File: config.mk
export PLATFORM = sky130hd
export DESIGN_NAME = top_led_ctrl_flat
export DESIGN_NICKNAME = d
export VERILOG_FILES = /design/src/rtl/top_led_ctrl_pkg.sv /design/src/rtl/top_led_ctrl_if.sv /design/src/rtl/top_led_ctrl_btn_debounce.sv /design/src/rtl/top_led_ctrl.sv /design/src/flat_wrapper.sv
export SDC_FILE = /design/constraint.sdc
export NUM_CORES = 1
export LEC_CHECK = 0
export CAP_MARGIN = 20
export CELL_PAD_IN_SITES_DETAIL_PLACEMENT = 0
export CELL_PAD_IN_SITES_GLOBAL_PLACEMENT = 1
export CORE_MARGIN = 8
export CORE_UTILIZATION = 49
export CTS_CLUSTER_SIZE = 28
export DETAILED_ROUTE_END_ITERATION = 6
export DONT_BUFFER_PORTS = 1
export PLACE_DENSITY = 0.77
export SYNTH_ARGS = -nofsm -noshare
export SYNTH_HDL_FRONTEND = slang
export SYNTH_HIERARCHICAL = 1
export SYNTH_SLANG_ARGS = --single-unit
File: constraint.sdc
create_clock -name clk -period 2.2 [get_ports clk]
set_input_delay 0.22 -clock clk [delete_from_list [all_inputs] [get_ports clk]]
set_output_delay 0.22 -clock clk [all_outputs]
set_load 0.05 [all_outputs]
File: src/rtl/top_led_ctrl_pkg.sv
// Shared types and constants for the push-button LED mode controller.
package top_led_ctrl_pkg;

  localparam int unsigned LED_W = 3;

  typedef enum logic [1:0] {
    MODE_OFF   = 2'd0,
    MODE_BLINK = 2'd1,
    MODE_COUNT = 2'd2,
    MODE_SHIFT = 2'd3
  } mode_e;

  localparam logic [LED_W-1:0] PAT_OFF   = 3'b000;
  localparam logic [LED_W-1:0] PAT_BLINK = 3'b000;
  localparam logic [LED_W-1:0] PAT_COUNT = 3'b000;
  localparam logic [LED_W-1:0] PAT_SHIFT = 3'b001;

  function automatic mode_e next_mode(input mode_e m);
    case (m)
      MODE_OFF:   return MODE_BLINK;
      MODE_BLINK: return MODE_COUNT;
      MODE_COUNT: return MODE_SHIFT;
      default:    return MODE_OFF;
    endcase
  endfunction

  function automatic logic [LED_W-1:0] init_pat(input mode_e m);
    case (m)
      MODE_BLINK: return PAT_BLINK;
      MODE_COUNT: return PAT_COUNT;
      MODE_SHIFT: return PAT_SHIFT;
      default:    return PAT_OFF;
    endcase
  endfunction

endpackage

File: src/rtl/top_led_ctrl_if.sv
// Board-side signals of the LED controller: raw button in, LED drive out.
interface top_led_ctrl_if;
  logic                                btn1;
  logic [top_led_ctrl_pkg::LED_W-1:0] led;

  modport master (output btn1, input led);
  modport slave  (input btn1, output led);
endinterface

File: src/rtl/top_led_ctrl_btn_debounce.sv
// Button conditioning: 2-flop synchronizer, level debouncer and registered press pulse.
module btn_debounce #(
  parameter int unsigned DEBOUNCE_CYCLES = 1000
) (
  input  logic clk,
  input  logic rst,
  input  logic btn,
  output logic press
);

  localparam int unsigned CNT_W = (DEBOUNCE_CYCLES > 1) ? $clog2(DEBOUNCE_CYCLES) : 1;
  localparam logic [CNT_W-1:0] CNT_MAX = CNT_W'(DEBOUNCE_CYCLES - 1);

  logic             sync0, sync1;
  logic [1:0]       settle;
  logic [CNT_W-1:0] cnt;
  logic             stable, stable_d, armed;

  // settle marks when sync1 reflects the real pin after reset
  always_ff @(posedge clk or posedge rst) begin
    if (rst) begin
      sync0  <= 1'b0;
      sync1  <= 1'b0;
      settle <= 2'b00;
    end else begin
      sync0  <= btn;
      sync1  <= sync0;
      settle <= {settle[0], 1'b1};
    end
  end

  always_ff @(posedge clk or posedge rst) begin
    if (rst) begin
      cnt    <= '0;
      stable <= 1'b0;
    end else if (sync1 == stable) begin
      cnt <= '0;
    end else if (cnt == CNT_MAX) begin
      stable <= sync1;
      cnt    <= '0;
    end else begin
      cnt <= cnt + CNT_W'(1);
    end
  end

  // armed only once the button has been seen released, so a hold across reset is no press
  always_ff @(posedge clk or posedge rst) begin
    if (rst) begin
      stable_d <= 1'b0;
      armed    <= 1'b0;
      press    <= 1'b0;
    end else begin
      stable_d <= stable;
      if (settle[1] && !sync1 && !stable) armed <= 1'b1;
      press <= armed && stable && !stable_d;
    end
  end

endmodule

File: src/rtl/top_led_ctrl.sv
// Board top: button steps LEDs through OFF/BLINK/COUNT/SHIFT.
// Define TOP_LED_CTRL_HEARTBEAT_EN to turn led[2] into a heartbeat and narrow patterns to led[1:0].
module top_led_ctrl
  import top_led_ctrl_pkg::*;
#(
  parameter int unsigned DEBOUNCE_CYCLES = 1000,
  parameter int unsigned BLINK_DIV       = 4096
) (
  input  logic           clk,
  input  logic           rst,
  top_led_ctrl_if.slave  io
);

  localparam int unsigned PRE_W = $clog2(BLINK_DIV);
  localparam logic [PRE_W-1:0] PRE_MAX = PRE_W'(BLINK_DIV - 1);
`ifdef TOP_LED_CTRL_HEARTBEAT_EN
  localparam int unsigned PAT_W = LED_W - 1;
`else
  localparam int unsigned PAT_W = LED_W;
`endif

  logic             press;
  logic             tick_c;
  logic [PRE_W-1:0] presc;
  mode_e            mode_q, mode_d;
  logic [PAT_W-1:0] pat_q, pat_d;

  btn_debounce #(
    .DEBOUNCE_CYCLES(DEBOUNCE_CYCLES)
  ) u_btn (
    .clk   (clk),
    .rst   (rst),
    .btn   (io.btn1),
    .press (press)
  );

  assign tick_c = (presc == PRE_MAX);

  // step prescaler; a press restarts the period so the new mode shows a full first step
  always_ff @(posedge clk or posedge rst) begin
    if (rst)                  presc <= '0;
    else if (press || tick_c) presc <= '0;
    else                      presc <= presc + PRE_W'(1);
  end

  always_ff @(posedge clk or posedge rst) begin
    if (rst) begin
      mode_q <= MODE_OFF;
      pat_q  <= '0;
    end else begin
      mode_q <= mode_d;
      pat_q  <= pat_d;
    end
  end

  // press takes priority over a coincident tick
  always_comb begin
    mode_d = mode_q;
    pat_d  = pat_q;
    if (press) begin
      mode_d = next_mode(mode_q);
      pat_d  = PAT_W'(init_pat(next_mode(mode_q)));
    end else if (tick_c) begin
      case (mode_q)
        MODE_BLINK: pat_d = ~pat_q;
        MODE_COUNT: pat_d = pat_q + PAT_W'(1);
        MODE_SHIFT: pat_d = {pat_q[PAT_W-2:0], pat_q[PAT_W-1]};
        default:    pat_d = pat_q;
      endcase
    end
  end

`ifdef TOP_LED_CTRL_HEARTBEAT_EN
  logic hb_q;

  always_ff @(posedge clk or posedge rst) begin
    if (rst)         hb_q <= 1'b0;
    else if (tick_c) hb_q <= ~hb_q;
  end

  assign io.led = {hb_q, pat_q};
`else
  assign io.led = pat_q;
`endif

endmodule

File: src/flat_wrapper.sv
// flat-port wrapper written by rule: the top's interface ports become plain ports
module top_led_ctrl_flat import top_led_ctrl_pkg::*;
#(
  parameter int unsigned DEBOUNCE_CYCLES = 1000,
  parameter int unsigned BLINK_DIV       = 4096
)
  (clk, rst, io_btn1, io_led);
  top_led_ctrl_if io_i ();
  input  logic clk;
  input  logic rst;
  input wire logic [$bits(io_i.btn1)-1:0] io_btn1;
  output wire logic [$bits(io_i.led)-1:0] io_led;
  assign io_i.btn1 = io_btn1;
  assign io_led = io_i.led;
  top_led_ctrl #(.DEBOUNCE_CYCLES(DEBOUNCE_CYCLES), .BLINK_DIV(BLINK_DIV)) u_core (.clk(clk), .rst(rst), .io(io_i));
endmodule
==> results_dict.tcl, run 1 <==
set metrics [dict create \
    outcome "finished clean" \
    dr_total_vias 1220 \
    wl_per_cell_microns 13.4 \
    synth_edf_count 0 \
    synth_flop_cell "dfrtp_1" \
    crit_path_end_kind "flop" \
    path_clk_slew_ns 0.12 \
    clockBufferDepth 2 \
    initial_core_util_pct 51.4 \
    rrSetupSlack_ns 0.43 \
    r2r-end "u_core/io.led[0]" \
    gp_congestion 0.806 \
    worst_ep_arrival_time_ns 2.01 \
    hp-class "reg -> reg" \
    drc 0 \
    synth_area_leaders "dfrtp_1 50%, nor2_1 5.8%, ha_1 5.7%" \
    cts_root_buf "clkbuf_4" \
    dpl.hpwl_mm 2.14 \
    r2r_start "u_core/mode_q[0]" \
    crit_path_start_kind "flop" \
    synth_top_area_cell "dfrtp_1" \
    finalHoldViolCount 0 \
    p_leak_nw 0.912 \
    ys_types 45 \
    core_area_sq_um 3390 \
    n_antenna_cell 0 \
    setup_violations 0 \
    drtPass1Iterations 4 \
    final_cell_mix "35 x dfrtp_1, 27 x nor2_1, 11 x nand2_1, 11 x xor2_1" \
    wirelength_mm 2.97 \
    setup_tns_ns 0 \
    post-route-util_pct 56.1 \
    timing.fmax_ghz 0.565 \
    antenna_found_initial 0 \
    clock_latency_ns 0.34 \
    gr-total-overflow 0 \
    cts_tree "done" \
    synthArstFlopShare_pct 100 \
    rows 21 \
    clock-sinks 35 \
    port_buffers 0 \
    nets 185 \
    ctsResizeCount 0 \
    period_share_pct 80.5 \
    finClkSkew_ns 0.00884 \
    areaGrowthSynthToFinish_pct 9.27 \
    critPathRequiredTime_ns 2.43 \
    rsz0062_at_grt "false" \
    tightest_slew_ns 0.689 \
    critPathLaunch "u_core/mode_q[0]" \
    grt_start_max_net_pins 19 \
    initialDrtViolationCount 62 \
    grt_pass1_wl_mm 5.26 \
    synth_cells 166 \
    postCtsSetupBuffers 0 \
    syn_area_sq_um 1740 \
    drive_above_1_share_pct 9.71 \
    p_per_area_nw_per_um2 607 \
    numCtsBuffers 5 \
    htreeDepth 2 \
    ant_nets 0 \
    fp.dieH_microns 75.6 \
    die_x_microns 75.6 \
    grt_use_total_pct 12.0 \
    ys_ff_latch 35 \
    syn_nets 177 \
    period_needed_ns 1.77 \
    criticalPathCategory "reg -> reg" \
    crit_fanout 5 \
    slew_headroom_pct 54.0 \
    dieArea_sq_um 5720 \
    ys_warn_count 6 \
    seq_area_frac_synth_pct 50.3 \
    io-pin-count 6 \
    syn_avg_cell_area_sq_um 10.5 \
    r2r_cells 6 \
    vdd_drop_max_mv 0.411 \
    yosysTopAreaCellShare_pct 50.3 \
    via_per_inst 5.52 \
    slew_violations 0 \
    crit_path_end "u_core/io.led[0]" \
    hold_buffers 2 \
    layout_commonest_cell "dfrtp_1" \
    grt_pass1_vias 1148 \
    cap_violations 0 \
]
==> through the flow <==
stage	power, W	std cells	hold WS (ns)	worst slack (ns)	cell area, sq um
6_report	0.00115	221	0.362	0.429	1900
5_1_grt	0.00121	221	0.370	0.309	1900
4_1_cts	0.00117	221	0.367	0.407	1900
3_5_place_dp	0.000698	211	0.230	0.428	1800
3_3_place_gp	0.000698	211	0.218	0.513	1800
2_1_floorplan	0.000690	166	0.146	0.575	1740
==> synthesized netlist by cell type (2+ instances only) <==
library cell and instances:
xnor2_1 5, ha_1 8, o21bai_1 2, dfrtp_1 35, inv_1 8, nand3_1 7, nand4_2 2, nor3b_1 2
xor2_1 11, nor2b_1 2, a21oi_1 3, nand2_1 11, and3_1 2, nor3_1 2, o21ai_0 5, nor2_1 27
mux2i_1 3, and3_2 2, nand4_1 3
==> cell families (layout without fill, tap and decap cells) <==
family,count (synthesis),after routing,synth area share [%]
AOI/OAI and AO/OA,22,22,8.98
xor gates and xnor gates,16,16,8.05
adders and majority gates,8,8,5.75
buffers and inverters,11,20,2.44
DFF,35,35,50.3
muxes,4,4,2.59
other,1,1,0.215
and+or+nand+nor,69,69,21.7
==> per-layer routing <==
layer	GRT usage (%)	vias up	share of wire (%)
met5	0	-	0
met4	3.84	0	1.1
met3	4.21	6	4.7
met2	17.4	17	44
met1	16.3	599	50
li1	-	598	-
==> how the worst min path moves through the flow <==
stage               slack [ns]               start            endpoint  depth (start not counted)
floorplan                 0.15                 rst    u_core/io.led[0]                          1
global placement          0.22                 rst     u_core/presc[5]                          1
detailed placement        0.23                 rst     u_core/presc[4]                          1
CTS                       0.37  u_core/u_btn/sync0  u_core/u_btn/sync1                          0
global route              0.37  u_core/u_btn/sync0  u_core/u_btn/sync1                          0
finish                    0.36  u_core/u_btn/sync0  u_core/u_btn/sync1                          0
==> area by class of cell <==
type                       instances  area, sq um
timing repair buffer               4         35.0
fill                             305         1490
sequential                        35          876
multi-input combinational        120          823
inverter                           8         30.0
clock inverter                     3         43.8
tap                               46         57.6
clock buffer                       5         37.5
==> state kept, by name, summed over array words and instances (netlist names) <==
register / cells
u_core/io.led: 3
u_core/mode_q: 2
u_core/presc: 12
u_core/u_btn/armed: 1
u_core/u_btn/cnt: 10
u_core/u_btn/press: 1
u_core/u_btn/settle: 2
u_core/u_btn/stable: 1
u_core/u_btn/stable_d: 1
u_core/u_btn/sync0: 1
u_core/u_btn/sync1: 1
==> worst max-delay path, cell delays in order, from the launching register on <==
cell and delay [ns]:
dfrtp_1 0.40, inv_1 0.10, ha_1 0.31, o211ai_1 0.14, nor4_4 0.35, nor3b_1 0.09, a221o_1 0.27
==> report_power, final <==
part / internal (W) / total, W / switching, W / leakage (nW)
Combinational: 0.00000912 / 0.0000292 / 0.0000201 / 0.409
Clock: 0.000239 / 0.000466 / 0.000227 / 0.0452
Sequential: 0.000651 / 0.000659 / 0.00000810 / 0.458
Total: 0.000899 / 0.00115 / 0.000255 / 0.912
No activity file was read; power rests on OpenSTA's default activity.
==> run 2, diff against run 1 <==
- CORE_UTILIZATION: 49 -> 45
- PLACE_DENSITY: 0.77 -> 0.74
- clock period: 2.2 -> 1.6 ns (I/O delays scaled with it)
==> run 2 against run 1 <==
Against the previous run: the run now ends with negative setup slack left; utilization is 2.4 points lower; routed wire length rose by 5.5%; setup slack got worse by 0.44 ns; die area up 7.0%; non-clock buffer count grew 6; design area increased by 4.2%; critical endpoint unchanged; highest routed layer unchanged.
==> results_dict.tcl, run 2 (synthesis results as in run 1) <==
set metrics [dict create \
    period_needed_ns 1.61 \
    criticalPathCategory "reg -> reg" \
    critPathRequiredTime_ns 1.76 \
    htreeDepth 2 \
    clockBufferDepth 2 \
    multi_input_area_sq_um 856 \
    antenna_found_initial 0 \
    final_cell_mix "35 x dfrtp_1, 27 x nor2_1, 11 x nand2_1, 11 x xor2_1, 8 x buf_4" \
    path_clk_slew_ns 0.07 \
    cp_slowest_cell "dfrtp_1" \
    grt_pass1_wl_mm 5.51 \
    drtPass1Iterations 4 \
    rsz0062_at_grt "true" \
    nets 191 \
    finClkSkew_ns 0.00941 \
    slew_headroom_pct 54.9 \
    r2r_start "u_core/mode_q[1]" \
    cts_root_buf "clkbuf_8" \
    initial_core_util_pct 47.2 \
    worst_slack_ns -0.0124 \
    crit_path_start_kind "flop" \
    wl_per_cell_microns 13.7 \
    cts_tree "done" \
    die_x_microns 78.2 \
    clock-sinks 35 \
    critPathLaunch "u_core/mode_q[1]" \
    ant_nets 0 \
    core_area_sq_um 3690 \
    period_share_pct 101 \
    grt_use_total_pct 11.2 \
    path_cells "inv_2, ha_4, o211ai_1, nor4_4, nor3b_1, a221o_1" \
    top_register "u_core/presc" \
    regArea_sq_um 876 \
    slowest_delay_ns 0.41 \
    fp.dieH_microns 78.2 \
    port_buffers 0 \
    wirelength_mm 3.13 \
    p_per_area_nw_per_um2 783 \
    worstHoldStart "u_core/u_btn/settle[0]" \
    dpl.hpwl_mm 2.19 \
    crit_path_end_kind "flop" \
    initialDrtViolationCount 70 \
    grt_start_max_net_pins 19 \
    numCtsBuffers 5 \
    tightest_slew_ns 0.676 \
    worst_ep_arrival_time_ns 1.78 \
    p_leak_nw 0.941 \
    vdd_drop_max_mv 0.746 \
    setup_violations 1 \
    gr-total-overflow 0 \
    dr_total_vias 1202 \
    power.total_w 0.00155 \
    violations "negative setup slack" \
    crit_fanout 4 \
    clock_latency_ns 0.28 \
    layout_commonest_cell "dfrtp_1" \
    largest_register_ffs 12 \
    via_per_inst 5.25 \
    grt_pass1_vias 1156 \
    rows 22 \
    slew_violations 0 \
    dieArea_sq_um 6120 \
    post-route-util_pct 53.8 \
    hp-class "reg -> reg" \
    drive_above_1_share_pct 14.9 \
    io-pin-count 6 \
    fillers 337 \
    timing.fmax_ghz 0.620 \
    cap_violations 0 \
    gp_congestion 0.793 \
    n_antenna_cell 0 \
    drc 0 \
    finalHoldViolCount 0 \
    hold_ws_ns 0.357 \
    outcome "complete, but fails checks" \
    areaGrowthSynthToFinish_pct 13.9 \
]
run 2: changes by cell type in the layout (fill, tap and decap cells not counted), moves of 2 or more:
cell / change
clkbuf_1: +2
buf_4: +6
ha_2: +2
ha_1: -3
inv_1: -2
inv_2: +2
clkbuf_8: +5
clkbuf_4: -5
run 2: worst paths after layout:
check	depth (start not counted)	slack, ns	to
min	0	0.36	u_core/u_btn/settle[1]
max	6	-0.01	u_core/io.led[0]
max reg2reg	6	-0.01	u_core/io.led[0]
min in group asynchronous	2	0.45	u_core/mode_q[0]
min reg2reg	0	0.36	u_core/u_btn/settle[1]
max in group asynchronous	2	0.69	u_core/u_btn/sync0
run 2: through the flow:
| step | instances | setup TNS (ns) | setup slack [ns] | area (sq um) |
|---|---|---|---|---|
| finish | 229 | -0.0124 | -0.0124 | 1980 |
| floorplan | 166 | 0 | 0.0506 | 1740 |
| detailed placement | 218 | -0.120 | -0.0790 | 1840 |
| global placement | 218 | 0 | 0.0216 | 1840 |
| CTS | 229 | -0.0633 | -0.0415 | 1960 |
| global route | 229 | -0.138 | -0.0758 | 1980 |
run 2: critical path: cells and delay by family (launching register included):
| family | cells | cell delay [ns] |
|---|---|---|
| AOI/OAI and AO/OA | 2 | 0.40 |
| and+or+nand+nor | 2 | 0.35 |
| adders and majority gates | 1 | 0.27 |
| DFF | 1 | 0.41 |
| buffers and inverters | 1 | 0.07 |
run 2: report_power, final:
group | switching, W | total (W) | internal (W)
Combinational | 0.0000273 | 0.0000402 | 0.0000128
Sequential | 0.0000112 | 0.000907 | 0.000896
Clock | 0.000300 | 0.000605 | 0.000305
Total | 0.000338 | 0.00155 | 0.00121
run 2: cell type report:
cell class                 instances  area share (%)
sequential                        35            44.2
multi-input combinational        120            43.2
clock buffer                       7            3.85
clock inverter                     1           0.252
timing repair buffer              10            4.04
tap                               48            3.03
inverter                           8            1.51
run 2: repair_timing:
action                                  4_1_cts  5_1_grt
gates resized for setup                       2        6
hold endpoints to repair                     36        0
setup buffers                                 1        0
endpoints found under the setup margin        2        4
pin swaps                                     1        2
hold buffers                                  2        0
run 2: routing by layer:
layer	global-route usage, %	vias up	routed length [microns]
met2	17.0	21	1420
met1	14.1	576	1540
met4	3.89	0	23
met3	4.33	2	144
met5	0	-	0
li1	-	603	-
==> run 3, diff against run 2 <==
- CORE_UTILIZATION: 45 -> 53
- PLACE_DENSITY: 0.74 -> 0.82
- clock period: 1.6 -> 2 ns (I/O delays scaled with it)
==> run 3 against run 2 <==
Against the previous run: the flow now finishes without violations; die area is 12% lower; worst hold slack better by 0.015 ns; design area is 2.8% lower.
==> results_dict.tcl, run 3 (synthesis results as in run 1) <==
set metrics [dict create \
    outcome "finished clean" \
    power.total_w 0.00139 \
    p_sw_share_pct 19.8 \
    top_register "u_core/presc" \
    combPwrFrac_pct 2.3 \
    grt_pass1_wl_mm 5.54 \
    place_inst 211 \
    drive_above_1_share_pct 9.71 \
    n_antenna_cell 0 \
    hp-class "reg -> reg" \
    gr-total-overflow 0 \
    final_cell_area_sq_um 1930 \
    critPathRequiredTime_ns 2.23 \
    wl_per_cell_microns 14.2 \
    dpl.hpwl_mm 2.25 \
    setup_violations 0 \
    largest_register_ffs 12 \
    period_share_pct 90.0 \
    r2r_start "u_core/mode_q[0]" \
    crit_path_end_kind "flop" \
    antenna_found_initial 0 \
    crit_fanout 5 \
    fp.dieH_microns 73.3 \
    grt_pass1_vias 1232 \
    dpl_worst_slack_ns 0.211 \
    layout_commonest_cell "dfrtp_1" \
    fillers 289 \
    gp_congestion 0.806 \
    rsz0062_at_grt "false" \
    criticalPathCategory "reg -> reg" \
    setup_tns_ns 0 \
    slew_violations 0 \
    die_x_microns 73.3 \
    rows 21 \
    timing.fmax_ghz 0.556 \
    rrSetupSlack_ns 0.20 \
    dr_total_vias 1226 \
    port_buffers 0 \
    core_area_sq_um 3260 \
    finClkSkew_ns 0.00703 \
    worstHoldStart "u_core/u_btn/settle[0]" \
    power_frac_clock_pct 45.6 \
    path_cells "inv_1, ha_1, o211ai_1, nor4_4, nor3b_1, a221o_1" \
    cp_slowest_cell "dfrtp_1" \
    cts_tree "done" \
    grt_start_max_net_pins 19 \
    crit_path_start_kind "flop" \
    grt_use_total_pct 13.4 \
    fin_cells 221 \
    clock_latency_ns 0.33 \
    slew_headroom_pct 55.9 \
    ctsResizeCount 0 \
    initial_core_util_pct 53.5 \
    dieArea_sq_um 5380 \
    final_cell_mix "35 x dfrtp_1, 27 x nor2_1, 11 x nand2_1, 11 x xor2_1" \
    hold_depth 0 \
    slowest_delay_ns 0.41 \
    path_buf_inv 1 \
    drtPass1Iterations 4 \
    r2r_cells 6 \
    worst_ep_arrival_time_ns 2.03 \
    vdd_drop_max_mv 0.455 \
    io-pin-count 6 \
    finalHoldViolCount 0 \
    drc 0 \
    ant_nets 0 \
    wirelength_mm 3.14 \
    nets 185 \
    p_per_area_nw_per_um2 722 \
    postCtsSetupBuffers 0 \
    period_needed_ns 1.80 \
    hold_path_end "u_core/u_btn/settle[1]" \
    path_clk_slew_ns 0.11 \
    clock-sinks 35 \
    crit_family "simple AND/OR/NAND/NOR gates" \
    p_leak_nw 0.918 \
    post_dp_cell_area_sq_um 1800 \
    tightest_slew_ns 0.661 \
    via_per_inst 5.55 \
    areaGrowthSynthToFinish_pct 10.6 \
    htreeDepth 2 \
    regArea_sq_um 876 \
    p_int_w 0.00112 \
    cap_violations 0 \
    clockBufferDepth 2 \
    cts_root_buf "clkbuf_4" \
    seq_power_share_pct 52.1 \
    r2r-end "u_core/io.led[0]" \
    p_switching_w 0.000275 \
    initialDrtViolationCount 66 \
    worst_slack_ns 0.201 \
    multi_input_area_sq_um 823 \
    numCtsBuffers 5 \
]
run 3: layout make-up:
type                            instances  area share [%]
Clock inverter                          3            3.51
Inverter                                8            1.56
Tap cell                               46            2.99
Timing Repair Buffer                    4            1.82
Multi-Input combinational cell        120            42.7
Sequential cell                        35            45.5
Clock buffer                            5            1.95
run 3: worst register-to-register path, stage by stage (launching register included):
cell and delay, ns:
dfrtp_1 0.41, inv_1 0.11, ha_1 0.32, o211ai_1 0.14, nor4_4 0.36, nor3b_1 0.09
a221o_1 0.27
run 3: stage by stage:
step                utilization (%)  hold slack [ns]
global route                   59.1            0.378
CTS                            59.1            0.378
detailed placement             55.3            0.205
finish                         59.1            0.372
floorplan                         -            0.126
global placement               55.3            0.205
run 3: power by group through the flow:
stage,Clock (W),Sequential (W),Combinational (W)
final,0.000634,0.000725,0.0000318
after global routing,0.000683,0.000727,0.0000372
after floorplan,0,0.000737,0.0000227
after CTS,0.000655,0.000725,0.0000334
after global placement,0,0.000738,0.0000283
after detailed placement,0,0.000739,0.0000298
run 3: what timing repair did:
item | in CTS | in global routing
hold buffers | 2 | 0
setup endpoints to repair | 0 | 0
hold endpoints to repair | 36 | 0
run 3: how the worst max path moves through the flow:
stage / start / endpoint / slack (ns) / depth (start not counted)
final: u_core/mode_q[0] / u_core/io.led[0] / 0.20 / 6
after CTS: u_core/mode_q[0] / u_core/io.led[0] / 0.19 / 6
after detailed placement: u_core/mode_q[0] / u_core/io.led[0] / 0.21 / 6
after floorplan: u_core/mode_q[1] / u_core/io.led[0] / 0.37 / 6
after global placement: u_core/mode_q[1] / u_core/io.led[0] / 0.31 / 6
after global routing: u_core/mode_q[1] / u_core/io.led[2] / 0.03 / 6
run 3: layer usage:
metal / track usage, % / vias to the layer above / share of wire [%]
li1: - / 592 / -
met2: 24.6 / 20 / 53
met3: 4.09 / 6 / 3.9
met1: 13.6 / 608 / 42
met4: 5.32 / 0 / 1.3
met5: 0 / - / 0
